File: src/rtl/esp_at_pkg.sv
// Shared constants, parser state encoding and character helpers for the ESP AT receiver.
// The IPD parser states only exist when ESP_AT_RX_IPD_EN is defined.
package esp_at_pkg;

  localparam int LEN_W = 11;

  localparam logic [7:0] CH_CR    = 8'h0D;
  localparam logic [7:0] CH_LF    = 8'h0A;
  localparam logic [7:0] CH_GT    = 8'h3E;
  localparam logic [7:0] CH_COLON = 8'h3A;
  localparam logic [7:0] CH_COMMA = 8'h2C;
  localparam logic [7:0] CH_SP    = 8'h20;

  // Match strings; the link digit of CONNECT/CLOSED lines is checked separately
  localparam logic [15:0] STR_OK      = "OK";
  localparam logic [39:0] STR_ERROR   = "ERROR";
  localparam logic [63:0] STR_CONNECT = ",CONNECT";
  localparam logic [55:0] STR_CLOSED  = ",CLOSED";
  localparam logic [31:0] STR_IPD     = "+IPD";

  typedef enum logic [2:0] {
    S_LINE,
    S_PROMPT,
`ifdef ESP_AT_RX_IPD_EN
    S_IPD_ID,
    S_IPD_COMMA,
    S_IPD_LEN,
    S_PAYLOAD,
`endif
    S_DISCARD
  } parse_state_t;

  function automatic logic is_digit(input logic [7:0] c);
    return (c >= 8'h30) && (c <= 8'h39);
  endfunction

  function automatic logic is_link_digit(input logic [7:0] c);
    return (c >= 8'h30) && (c <= 8'h34);
  endfunction

endpackage

File: src/rtl/esp_at_rx_uart_rx.sv
// 8N1 UART receiver: two-flop synchroniser, mid-bit sampling, one-cycle byte strobe.
// Bytes whose stop bit reads low are dropped and reported on frame_err instead.
module uart_rx #(
  parameter int CLK_FRE   = 50,
  parameter int BAUD_RATE = 115200
) (
  input  logic       clk,
  input  logic       rst,
  input  logic       rx_pin,
  output logic [7:0] rx_data,
  output logic       rx_data_valid,
  output logic       frame_err
);

  localparam int CYCLE = CLK_FRE * 1000000 / BAUD_RATE;
  localparam int CNT_W = $clog2(CYCLE);

  typedef enum logic [1:0] {U_IDLE, U_START, U_DATA, U_STOP} uart_state_t;

  uart_state_t      state, state_next;
  logic             rx_meta, rx_sync, rx_prev;
  logic [CNT_W-1:0] cnt;
  logic [2:0]       bit_idx;
  logic [7:0]       shift;
  logic             bit_end, half_end;

  assign bit_end  = (cnt == CNT_W'(CYCLE - 1));
  assign half_end = (cnt == CNT_W'(CYCLE / 2 - 1));

  always_ff @(posedge clk or posedge rst) begin
    if (rst) begin
      rx_meta <= 1'b1;
      rx_sync <= 1'b1;
      rx_prev <= 1'b1;
    end else begin
      rx_meta <= rx_pin;
      rx_sync <= rx_meta;
      rx_prev <= rx_sync;
    end
  end

  always_ff @(posedge clk or posedge rst) begin
    if (rst) state <= U_IDLE;
    else     state <= state_next;
  end

  // A start needs a real falling edge, so a low line left by a bad stop bit cannot retrigger
  always_comb begin
    state_next = state;
    case (state)
      U_IDLE:  if (rx_prev && !rx_sync) state_next = U_START;
      U_START: if (half_end) state_next = rx_sync ? U_IDLE : U_DATA;
      U_DATA:  if (bit_end && bit_idx == 3'd7) state_next = U_STOP;
      U_STOP:  if (bit_end) state_next = U_IDLE;
      default: state_next = U_IDLE;
    endcase
  end

  always_ff @(posedge clk or posedge rst) begin
    if (rst) begin
      cnt           <= '0;
      bit_idx       <= '0;
      shift         <= '0;
      rx_data       <= '0;
      rx_data_valid <= 1'b0;
      frame_err     <= 1'b0;
    end else begin
      rx_data_valid <= 1'b0;
      frame_err     <= 1'b0;
      if (state == U_IDLE || state != state_next || (state == U_DATA && bit_end))
        cnt <= '0;
      else
        cnt <= cnt + CNT_W'(1);
      if (state == U_IDLE) bit_idx <= '0;
      if (state == U_DATA && bit_end) begin
        shift   <= {rx_sync, shift[7:1]};
        bit_idx <= bit_idx + 3'd1;
      end
      if (state == U_STOP && bit_end) begin
        if (rx_sync) begin
          rx_data       <= shift;
          rx_data_valid <= 1'b1;
        end else begin
          frame_err <= 1'b1;
        end
      end
    end
  end

endmodule

File: src/rtl/esp_at_rx.sv
// ESP AT response parser: decodes OK/ERROR/prompt/CONNECT/CLOSED lines from a UART stream.
// Define ESP_AT_RX_IPD_EN to add +IPD header parsing and the payload byte stream.
module esp_at_rx
  import esp_at_pkg::*;
#(
  parameter int CLK_FRE   = 50,
  parameter int BAUD_RATE = 115200,
  parameter int MAX_LINE  = 16
) (
  input  logic             clk,
  input  logic             rst,
  input  logic             uart_rx,
  output logic             resp_ok,
  output logic             resp_error,
  output logic             prompt,
  output logic             conn_open,
  output logic             conn_close,
  output logic [2:0]       link_id,
  output logic [LEN_W-1:0] ipd_len,
  output logic [7:0]       pl_data,
  output logic             pl_valid,
  output logic             pl_last,
  output logic             rx_err
);

  localparam int LL_W  = $clog2(MAX_LINE + 1);
  localparam int IDX_W = $clog2(MAX_LINE);

  parse_state_t    state, state_next;
  logic [7:0]      rx_data;
  logic            rx_valid, frame_err;
  logic [7:0]      line_buf [MAX_LINE];
  logic [LL_W-1:0] line_len;
  logic            ok_n, error_n, prompt_n, open_n, close_n, err_n;
  logic            link_load, buf_push, buf_clear;
  logic [2:0]      link_val;

  uart_rx #(.CLK_FRE(CLK_FRE), .BAUD_RATE(BAUD_RATE)) u_uart (
    .clk           (clk),
    .rst           (rst),
    .rx_pin        (uart_rx),
    .rx_data       (rx_data),
    .rx_data_valid (rx_valid),
    .frame_err     (frame_err)
  );

`ifdef ESP_AT_RX_IPD_EN
  logic             len_clear, len_push, ipd_load, pay_inc, pl_valid_n, pl_last_n;
  logic [11:0]      len_acc;
  logic             len_ovf;
  logic [15:0]      len_mul;
  logic [LEN_W-1:0] pay_cnt;

  assign len_mul = (16'(len_acc) * 16'd10) + {8'd0, rx_data - 8'h30};
`endif

  always_ff @(posedge clk or posedge rst) begin
    if (rst) state <= S_LINE;
    else     state <= state_next;
  end

  always_comb begin
    state_next = state;
    ok_n       = 1'b0;
    error_n    = 1'b0;
    prompt_n   = 1'b0;
    open_n     = 1'b0;
    close_n    = 1'b0;
    err_n      = 1'b0;
    link_load  = 1'b0;
    link_val   = rx_data[2:0];
    buf_push   = 1'b0;
    buf_clear  = 1'b0;
`ifdef ESP_AT_RX_IPD_EN
    len_clear  = 1'b0;
    len_push   = 1'b0;
    ipd_load   = 1'b0;
    pay_inc    = 1'b0;
    pl_valid_n = 1'b0;
    pl_last_n  = 1'b0;
`endif
    if (rx_valid) begin
      case (state)
        S_LINE: begin
          if (rx_data == CH_LF) begin
            buf_clear = 1'b1;
            if (line_len == LL_W'(2) && {line_buf[0], line_buf[1]} == STR_OK)
              ok_n = 1'b1;
            else if (line_len == LL_W'(5) &&
                     {line_buf[0], line_buf[1], line_buf[2], line_buf[3], line_buf[4]} == STR_ERROR)
              error_n = 1'b1;
            else if (line_len == LL_W'(9) && is_link_digit(line_buf[0]) &&
                     {line_buf[1], line_buf[2], line_buf[3], line_buf[4], line_buf[5],
                      line_buf[6], line_buf[7], line_buf[8]} == STR_CONNECT) begin
              open_n    = 1'b1;
              link_load = 1'b1;
              link_val  = line_buf[0][2:0];
            end else if (line_len == LL_W'(8) && is_link_digit(line_buf[0]) &&
                         {line_buf[1], line_buf[2], line_buf[3], line_buf[4], line_buf[5],
                          line_buf[6], line_buf[7]} == STR_CLOSED) begin
              close_n   = 1'b1;
              link_load = 1'b1;
              link_val  = line_buf[0][2:0];
            end
          end else if (rx_data != CH_CR) begin
            if (line_len == '0 && rx_data == CH_GT)
              state_next = S_PROMPT;
`ifdef ESP_AT_RX_IPD_EN
            else if (rx_data == CH_COMMA && line_len == LL_W'(4) &&
                     {line_buf[0], line_buf[1], line_buf[2], line_buf[3]} == STR_IPD) begin
              state_next = S_IPD_ID;
              buf_clear  = 1'b1;
            end
`endif
            else if (line_len == LL_W'(MAX_LINE)) begin
              state_next = S_DISCARD;
              buf_clear  = 1'b1;
            end else
              buf_push = 1'b1;
          end
        end
        S_PROMPT: begin
          state_next = S_LINE;
          prompt_n   = (rx_data == CH_SP);
        end
`ifdef ESP_AT_RX_IPD_EN
        S_IPD_ID: begin
          if (is_link_digit(rx_data)) begin
            link_load  = 1'b1;
            state_next = S_IPD_COMMA;
          end else begin
            err_n      = 1'b1;
            state_next = S_DISCARD;
          end
        end
        S_IPD_COMMA: begin
          if (rx_data == CH_COMMA) begin
            len_clear  = 1'b1;
            state_next = S_IPD_LEN;
          end else begin
            err_n      = 1'b1;
            state_next = S_DISCARD;
          end
        end
        // An oversize length still ends its header at ':', so the next line parses normally
        S_IPD_LEN: begin
          if (is_digit(rx_data))
            len_push = 1'b1;
          else if (rx_data == CH_COLON) begin
            if (len_ovf) begin
              err_n      = 1'b1;
              state_next = S_LINE;
            end else begin
              ipd_load   = 1'b1;
              state_next = (len_acc == 12'd0) ? S_LINE : S_PAYLOAD;
            end
          end else begin
            err_n      = 1'b1;
            state_next = S_DISCARD;
          end
        end
        S_PAYLOAD: begin
          pl_valid_n = 1'b1;
          if (pay_cnt + LEN_W'(1) == ipd_len) begin
            pl_last_n  = 1'b1;
            state_next = S_LINE;
          end else
            pay_inc = 1'b1;
        end
`endif
        S_DISCARD: begin
          if (rx_data == CH_LF) begin
            state_next = S_LINE;
            buf_clear  = 1'b1;
          end
        end
        default: state_next = S_LINE;
      endcase
    end
  end

  always_ff @(posedge clk or posedge rst) begin
    if (rst) begin
      line_len   <= '0;
      for (int i = 0; i < MAX_LINE; i++) line_buf[i] <= '0;
      resp_ok    <= 1'b0;
      resp_error <= 1'b0;
      prompt     <= 1'b0;
      conn_open  <= 1'b0;
      conn_close <= 1'b0;
      rx_err     <= 1'b0;
      link_id    <= '0;
    end else begin
      resp_ok    <= ok_n;
      resp_error <= error_n;
      prompt     <= prompt_n;
      conn_open  <= open_n;
      conn_close <= close_n;
      rx_err     <= err_n | frame_err;
      if (link_load) link_id <= link_val;
      if (buf_clear)
        line_len <= '0;
      else if (buf_push) begin
        line_buf[line_len[IDX_W-1:0]] <= rx_data;
        line_len                      <= line_len + LL_W'(1);
      end
    end
  end

`ifdef ESP_AT_RX_IPD_EN
  // len_ovf is sticky so a length that wraps the 12-bit accumulator is still rejected
  always_ff @(posedge clk or posedge rst) begin
    if (rst) begin
      len_acc  <= '0;
      len_ovf  <= 1'b0;
      pay_cnt  <= '0;
      ipd_len  <= '0;
      pl_data  <= '0;
      pl_valid <= 1'b0;
      pl_last  <= 1'b0;
    end else begin
      pl_valid <= pl_valid_n;
      pl_last  <= pl_last_n;
      pl_data  <= pl_valid_n ? rx_data : 8'h00;
      if (len_clear) begin
        len_acc <= '0;
        len_ovf <= 1'b0;
      end else if (len_push) begin
        len_acc <= len_mul[11:0];
        if (len_mul > 16'd2047) len_ovf <= 1'b1;
      end
      if (ipd_load) begin
        ipd_len <= len_acc[LEN_W-1:0];
        pay_cnt <= '0;
      end else if (pay_inc)
        pay_cnt <= pay_cnt + LEN_W'(1);
    end
  end
`else
  assign ipd_len  = '0;
  assign pl_data  = '0;
  assign pl_valid = 1'b0;
  assign pl_last  = 1'b0;
`endif

endmodule
File: config.mk
export PLATFORM = sky130hd
export DESIGN_NAME = esp_at_rx
export DESIGN_NICKNAME = d
export VERILOG_FILES = /design/src/rtl/esp_at_pkg.sv /design/src/rtl/esp_at_rx_uart_rx.sv /design/src/rtl/esp_at_rx.sv
export SDC_FILE = /design/constraint.sdc
export NUM_CORES = 1
export LEC_CHECK = 0
export CORE_UTILIZATION = 55
export CTS_BUF_LIST = sky130_fd_sc_hd__clkbuf_4
export DETAILED_ROUTE_END_ITERATION = 8
export PLACE_DENSITY = 0.78
export SLEW_MARGIN = 20
export SYNTH_ARGS = -nofsm -noshare
export SYNTH_HDL_FRONTEND = slang
export SYNTH_SLANG_ARGS = --single-unit
File: constraint.sdc
create_clock -name clk -period 5.6 [get_ports clk]
set_input_delay 1.4 -clock clk [delete_from_list [all_inputs] [get_ports clk]]
set_output_delay 1.4 -clock clk [all_outputs]
set_load 0.005 [all_outputs]
==> flow_summary.yaml, run 1 <==
status:
  outcome: "completed"
timing:
  relSlewSlack: 0.456
  fin_tns_setup_ns: 0
  whs_ns: 0.362
  fin_ws_ns: 2.82
  final_max_slew_viol_count: 0
  post-route-period-util: 0.496
  period_needed_ns: 2.78
  setup_viol: 0
  fin_skew_ns: 0.0190
  tightest_slew_ns: 0.813
  max_freq_ghz: 0.360
  final_hold_viol_count: 0
  rsz0062_at_grt: "no"
setup_path:
  cp-end-kind: "output port"
  r2r-end: "line_buf[124]"
  worstPathMaxFanout: 1
  reg2reg_from: "line_len[0]"
  critPathKind: "flip-flop to output port"
  path_cells: "clkdlybuf4s50_1"
  reg2reg_depth: 6
  critPathSlowestCell: "clkdlybuf4s50_1"
  worstPathRequired_ns: 4.20
  arrival_ns: 1.38
  cp.buffers_inverters: 1
  crit_family: "buffers and inverters"
  slowest_delay_ns: 0.51
  ff2ff_setup_slack_ns: 3.04
  critPathLaunchType: "flip-flop"
power:
  internal-power_mw: 1.40
  p_comb_frac: 0.044
  p_per_area_nw_per_um2: 293
  p_total_mw: 1.79
  netSwitchingFraction: 0.218
  switchingPower_mw: 0.390
  pwr-share-seq: 0.522
  p_leak_nw: 3.00
  power.share.clock: 0.435
  vdd_drop_max_v: 0.000341
cells_and_area:
  antenna_cells: 0
  fin_area_um2: 6100
  drive_gt1_frac: 0.313
  layout.nets: 459
  fillers: 788
  syn2layout_area_growth_pct: 9.35
worst_hold_path:
  holdPathStages: 0
  min_path_type: "flip-flop to flip-flop"
  min_from: "u_uart.rx_meta"
  hold_end: "u_uart.rx_sync"
clock_network:
  cts_setup_buffers: 0
  h-tree-depth: 4
  cts_hold_buf: 0
  cts-buffers-inserted: 17
  clock_latency_ns: 0.53
  cts_tree: "done"
  clk_path_buf_depth: 2
  cts_root_buf: "clkbuf_4"
  post_cts_resized: 0
  clkTransAtPathRegs_ns: 0.10
  numClockSinks: 123
grt:
  grt_first_pass_wirelength_um: 17100
  antenna_found_initial: 0
  grt_max_degree: 91
  grt_usage: 0.225
  grt_pass1_vias: 3375
  grt-ovfl-total: 0
yosys:
  syn_area_um2: 5580
  ys.warnings.count: 0
  ys.flop_type: "dfrtp_1"
  synth.distinct_cells: 51
  ys_ff_latch: 123
  synth_edf_count: 0
  postSynthAreaPerCell_um2: 12.9
  synthCells: 431
  async_flop_share: 1.00
  yosysSeqAreaShare: 0.552
detailed_routing:
  drc: 0
  ant_nets: 0
  vias: 3405
  drt_wl_total_um: 10600
  dr.pass1.iters: 4
  wl_met3_um: 471
  routedWlPerCell_um: 17.8
  viasPerCell: 5.74
  wirelength_met1_um: 4740
  wl_met2_um: 5220
  top_layer_used: "met4"
  drt-initial-drc-count: 126
floorplan:
  die_w_um: 103
  start_util: 0.568
  num_rows: 36
  die_y_um: 103
  fp.dieArea_um2: 10500
  fp.coreArea_um2: 9820
  ios: 33
placement:
  gp_congestion: 0.894
  place_area_um2: 5730
  post-place-ws_ns: 2.44
  hpwl_um: 6960
  io_buffers: 11
flow_run:
  drv_cap: 0
## logic make-up after synthesis
logic type      after synthesis  synth area share
simple gates                128             0.150
other cells                   1          0.000672
compound gates               24            0.0310
xor+xnor                      8            0.0126
fa+ha+maj                     9            0.0202
mux                          93             0.188
buf+inv                      45            0.0449
flops                       123             0.552
## final cells by class
class                   count  area, µm²  share of cell area
multi-input cells         283       2320               0.381
clock buffers              20        150              0.0246
inverters                  10       42.5             0.00697
well taps                 133        166              0.0273
repair buffers             12        118              0.0193
flip-flops and latches    123       3080               0.505
clock inverters            12        220              0.0361
## worst max path at each step
stage / startpoint / to / slack (ns) / cells after the start
after floorplan: rst / conn_close / 0.93 / 1
after global placement: rst / line_buf[89] / 2.48 / 3
after detailed placement: rst / line_buf[89] / 2.44 / 3
after CTS: rx_err / rx_err / 2.78 / 1
after global routing: link_id[0] / link_id[0] / 2.75 / 1
final: rx_err / rx_err / 2.82 / 1
## power groups by stage
| stage | Clock (mW) | Combinational (mW) | Sequential, mW |
|---|---|---|---|
| after floorplan | 0 | 0.0745 | 0.941 |
| after global placement | 0 | 0.0738 | 0.947 |
| after detailed placement | 0 | 0.0794 | 0.948 |
| after CTS | 0.795 | 0.0806 | 0.931 |
| after global routing | 0.828 | 0.0924 | 0.936 |
| final | 0.777 | 0.0778 | 0.932 |
## cell usage in the layout, fill, tap and decap left out, drive strengths merged, types with 2 or more instances in the layout
| cell | n |
|---|---|
| nor2 | 28 |
| o21ai | 8 |
| o31ai | 2 |
| clkbuf | 20 |
| mux2 | 90 |
| dfstp | 3 |
| nand3 | 14 |
| nor4 | 8 |
| inv | 10 |
| and3 | 8 |
| ha | 9 |
| clkinv | 5 |
| o211ai | 3 |
| nor4bb | 3 |
| nand2b | 2 |
| a31oi | 3 |
| mux2i | 3 |
| nor4b | 9 |
| xor2 | 5 |
| a22o | 2 |
| clkdlybuf4s50 | 11 |
| or4b | 2 |
| nor2b | 5 |
| nand2 | 15 |
| dfrtp | 120 |
| conb | 21 |
| o21a | 2 |
| bufinv | 6 |
| nor3 | 5 |
| nand4b | 4 |
| nor3b | 7 |
| nand4 | 10 |
| xnor2 | 3 |
## sequential cells by signal, summed over array words and instances (netlist names)
name                  count
u_uart.cnt                9
u_uart.rx_prev            1
line_len                  5
resp_ok                   1
link_id                   3
u_uart.frame_err          1
prompt                    1
u_uart.rx_data_valid      1
state                     2
rx_err                    1
conn_open                 1
conn_close                1
u_uart.rx_meta            1
u_uart.bit_idx            3
u_uart.state              2
u_uart.rx_data            8
line_buf                 72
resp_error                1
u_uart.shift              8
u_uart.rx_sync            1
## layer usage
layer  vias to the layer above  GRT usage
li1                       1555          -
met1                      1749      0.289
met2                        88      0.362
met3                        13     0.0685
met4                         0     0.0846
met5                         -          0
## Yosys cell counts (4+ instances only)
cell,count,area (µm²)
nor2_1,28,105
nand4b_1,4,35.0
nand2_4,4,45.0
nand2_1,11,41.3
nand3_1,10,50.1
nor4_1,7,43.8
nand3_2,4,40.0
ha_1,9,113
buf_4,21,158
nor3b_1,7,52.6
inv_1,10,37.5
nor2b_1,5,31.3
o21ai_0,8,40.0
nand4_1,10,62.6
and3_1,8,50.1
nor3_1,5,25.0
xor2_1,5,43.8
clkbuf_1,12,45.0
dfrtp_1,120,3000
mux2_2,88,991
nor4b_1,8,70.1
## metrics by stage
step / instances / utilization
after floorplan: 451 / -
after global placement: 561 / 0.583
after detailed placement: 561 / 0.583
after CTS: 593 / 0.621
after global routing: 593 / 0.621
final: 593 / 0.621
Note: power is estimated with default switching activity, not from simulation.
==> inputs of run 2 (changes only) <==
- PLACE_DENSITY: 0.78 -> 0.8
- clock period: 5.6 -> 2.48 ns (I/O delays scaled with it)
==> flow_summary.yaml, run 2 (same netlist as run 1, synthesis figures left out) <==
status:
  outcome: "completed"
placement:
  gp_congestion: 0.880
  dp_cells: 574
  hpwl_um: 7130
  place_area_um2: 5840
  io_buffers: 11
setup_path:
  reg2reg_depth: 6
  critPathKind: "flip-flop to flip-flop"
  startpoint: "line_len[0]"
  path_depth: 6
  cp-end-kind: "flip-flop"
  critPathLaunchType: "flip-flop"
  reg2reg_from: "line_len[0]"
  crit_family: "simple AND/OR/NAND/NOR gates"
  worstPathRequired_ns: 2.88
  worstPathMaxFanout: 8
  critPathSlowestCell: "or3b_2"
  arrival_ns: 2.76
  cp.buffers_inverters: 1
  slowest_delay_ns: 0.50
  path_cells: "inv_1, ha_1, or3b_2, o211a_1, nand3_2, mux2_2"
cells_and_area:
  fin_area_um2: 6150
  regArea_um2: 3080
  final_cells: 606
  antenna_cells: 0
  multi_input_area_um2: 2320
  final_common_cell: "dfrtp_1"
  fillers: 772
  syn2layout_area_growth_pct: 10.2
  largest_register_ffs: 72
  top_register: "line_buf"
  final_cell_mix: "120 x dfrtp_1, 88 x mux2_2, 28 x nor2_1"
  reg.largest.list: "line_buf (72), u_uart.cnt (9)"
  final_util: 0.626
  drive_gt1_frac: 0.330
  layout.nets: 472
floorplan:
  fp.dieArea_um2: 10500
  die_w_um: 103
  die_y_um: 103
  ios: 33
  num_rows: 36
  start_util: 0.568
  fp.coreArea_um2: 9820
timing:
  rsz0062_at_grt: "yes"
  tightest_slew_ns: 0.645
  fin_skew_ns: 0.0224
  final_max_slew_viol_count: 0
  relSlewSlack: 0.570
  final_hold_viol_count: 0
  whs_ns: 0.355
  period_needed_ns: 2.36
  post-route-period-util: 0.951
  max_freq_ghz: 0.424
  fin_tns_setup_ns: 0
  setup_viol: 0
flow_run:
  drv_cap: 0
grt:
  grt_first_pass_wirelength_um: 17800
  grt_usage: 0.230
  grt_max_degree: 124
  grt_pass1_vias: 3500
  antenna_found_initial: 0
  grt-ovfl-total: 0
power:
  pwr-share-seq: 0.559
  p_leak_nw: 3.03
  power.share.clock: 0.395
  internal-power_mw: 2.83
  netSwitchingFraction: 0.247
  switchingPower_mw: 0.929
  p_comb_frac: 0.045
  p_per_area_nw_per_um2: 612
  vdd_drop_max_v: 0.000548
clock_network:
  h-tree-depth: 4
  clock_latency_ns: 0.53
  clk_path_buf_depth: 2
  cts_tree: "done"
  cts_setup_buffers: 0
  numClockSinks: 123
  cts_root_buf: "clkbuf_4"
  cts-buffers-inserted: 17
  clkTransAtPathRegs_ns: 0.11
  post_cts_resized: 0
worst_hold_path:
  min_path_type: "flip-flop to flip-flop"
  holdPathStages: 0
  min_from: "u_uart.rx_meta"
detailed_routing:
  dr.pass1.iters: 4
  drt-initial-drc-count: 148
  vias: 3409
  ant_nets: 0
  drt_wl_total_um: 10400
  viasPerCell: 5.63
  drc: 0
  routedWlPerCell_um: 17.2
==> run 2: worst paths after layout <==
check                                    endpoint  slack, ns
worst min-delay path               u_uart.rx_sync       0.36
worst max register to register      line_buf[102]       0.12
worst max-delay path                line_buf[102]       0.12
max in group asynchronous                state[0]       1.37
min in group asynchronous       u_uart.rx_data[5]       0.60
worst min register to register     u_uart.rx_sync       0.36
==> run 2: power groups by stage <==
stage | clock network (mW) | registers (mW) | logic (mW)
after detailed placement | 0 | 2.14 | 0.172
after global placement | 0 | 2.14 | 0.169
after floorplan | 0 | 2.13 | 0.169
after CTS | 1.52 | 2.10 | 0.175
after global routing | 1.60 | 2.11 | 0.204
final | 1.49 | 2.10 | 0.171
==> run 2: area by class of cell <==
| type | instances | share of cell area |
|---|---|---|
| Sequential cell | 123 | 0.501 |
| Tap cell | 133 | 0.0271 |
| Clock inverter | 14 | 0.0281 |
| Multi-Input combinational cell | 283 | 0.378 |
| Inverter | 10 | 0.00672 |
| Clock buffer | 18 | 0.0220 |
| Timing Repair Buffer | 25 | 0.0371 |
==> run 2: metrics by stage <==
step | setup slack (ns) | power, mW
after floorplan | 0.236 | 2.29
after global placement | 0.223 | 2.31
after detailed placement | 0.156 | 2.31
after CTS | 0.146 | 3.80
after global routing | -0.0103 | 3.92
final | 0.123 | 3.76
==> run 2: timing repair <==
action / 4_1_cts / 5_1_grt
hold buffers: 0 / 0
hold endpoints to repair: 0 / 0
endpoints found under the setup margin: 0 / 3
==> run 2: layer usage <==
metal	vias to the layer above	track usage	share of wire	routed length (µm)
li1	1572	-	-	-
met1	1739	0.301	0.45	4730
met2	84	0.362	0.48	5010
met3	14	0.0637	0.050	522
met4	0	0.0923	0.015	155
met5	-	0	0	0
==> inputs of run 3 (changes only) <==
- CORE_MARGIN: unset -> 2
==> flow_summary.yaml, run 3 (same netlist as run 1, synthesis figures left out) <==
cells_and_area:
  final_cell_mix: "120 x dfrtp_1, 88 x mux2_2, 28 x nor2_1"
  top_register: "line_buf"
  regArea_um2: 3080
  syn2layout_area_growth_pct: 10.6
  reg.largest.list: "line_buf (72), u_uart.cnt (9)"
  fillers: 796
  multi_input_area_um2: 2330
  drive_gt1_frac: 0.333
  layout.nets: 474
  final_common_cell: "dfrtp_1"
  antenna_cells: 0
  largest_register_ffs: 72
timing:
  relSlewSlack: 0.639
  tightest_slew_ns: 0.541
  rsz0062_at_grt: "no"
  post-route-period-util: 0.952
  final_max_slew_viol_count: 0
  fin_skew_ns: 0.0142
  setup_viol: 0
  final_hold_viol_count: 0
  period_needed_ns: 2.36
  max_freq_ghz: 0.424
  fin_tns_setup_ns: 0
flow_run:
  drv_cap: 0
power:
  p_per_area_nw_per_um2: 618
  vdd_drop_max_v: 0.000556
  p_leak_nw: 3.05
  p_total_mw: 3.81
placement:
  io_buffers: 11
  gp_congestion: 0.912
  hpwl_um: 7480
detailed_routing:
  drc: 0
  ant_nets: 0
  drt_wl_total_um: 10900
  viasPerCell: 5.69
  routedWlPerCell_um: 17.9
  dr.pass1.iters: 5
  drt-initial-drc-count: 219
  vias: 3462
clock_network:
  cts_hold_buf: 0
  clkTransAtPathRegs_ns: 0.11
  clock_latency_ns: 0.53
  numClockSinks: 123
  cts_tree: "done"
  cts-buffers-inserted: 17
  cts_setup_buffers: 0
  post_cts_resized: 0
  h-tree-depth: 4
  clk_path_buf_depth: 2
  cts_root_buf: "clkbuf_4"
grt:
  grt_pass1_vias: 3571
  grt_max_degree: 103
  antenna_found_initial: 0
  grt_usage: 0.218
  grt-ovfl-total: 0
  grt_first_pass_wirelength_um: 18300
setup_path:
  ff2ff_setup_slack_ns: 0.12
  worstPathRequired_ns: 2.90
  cp-end-kind: "flip-flop"
  critPathSlowestCell: "or3b_2"
  critPathKind: "flip-flop to flip-flop"
  worstPathMaxFanout: 8
  arrival_ns: 2.78
  slowest_delay_ns: 0.50
  critPathLaunchType: "flip-flop"
  path_cells: "inv_1, ha_1, or3b_2, o211a_1, nand3_2, mux2_2"
floorplan:
  start_util: 0.568
  die_y_um: 105
  fp.coreArea_um2: 9820
  fp.dieArea_um2: 11000
  die_w_um: 105
  ios: 33
  num_rows: 36
status:
  outcome: "completed"
worst_hold_path:
  min_path_type: "flip-flop to flip-flop"
## run 3: layout make-up
class / count / area share
clock buffer: 18 / 0.0219
clock inverter: 14 / 0.0288
inverter: 10 / 0.00669
multi-input combinational: 283 / 0.377
sequential: 123 / 0.499
tap: 133 / 0.0270
timing repair buffer: 27 / 0.0393
## run 3: worst max-delay path: cells and delay by family, from the launching register on
family,cells,cell delay (ns)
mux,1,0.37
flops,1,0.44
fa+ha+maj,1,0.19
simple gates,2,0.75
compound gates,1,0.37
buf+inv,1,0.14
## run 3: worst paths after layout
kind / startpoint / cells past startpoint / end
worst max-delay path: line_len[1] / 6 / line_buf[115]
worst min-delay path: u_uart.frame_err / 0 / rx_err
worst max register to register: line_len[1] / 6 / line_buf[115]
worst min register to register: u_uart.frame_err / 0 / rx_err
max in group asynchronous: rst / 3 / line_buf[123]
min in group asynchronous: rst / 3 / u_uart.cnt[8]
## run 3: per-stage QoR
| step | std cells | utilization | hold slack, ns | setup WS, ns | area (µm²) |
|---|---|---|---|---|---|
| after global routing | 608 | 0.628 | 0.379 | 0.0278 | 6170 |
| after floorplan | 451 | - | 0.331 | 0.236 | 5660 |
| final | 608 | 0.628 | 0.368 | 0.119 | 6170 |
| after CTS | 608 | 0.628 | 0.370 | 0.147 | 6170 |
| after global placement | 576 | 0.596 | 0.344 | 0.235 | 5850 |
| after detailed placement | 576 | 0.596 | 0.337 | 0.193 | 5850 |
## run 3: routing by layer
layer	GRT usage	part of all wire	vias up
met1	0.289	0.44	1744
met5	0	0	-
met4	0.0914	0.024	0
met2	0.346	0.49	113
li1	-	-	1577
met3	0.0518	0.050	28
## run 3: power breakdown
group	total [mW]	internal [mW]	switching, mW	leakage, nW
registers	2.10	2.05	0.0539	1.70
clock network	1.53	0.795	0.733	0.159
logic	0.179	0.0715	0.107	1.19
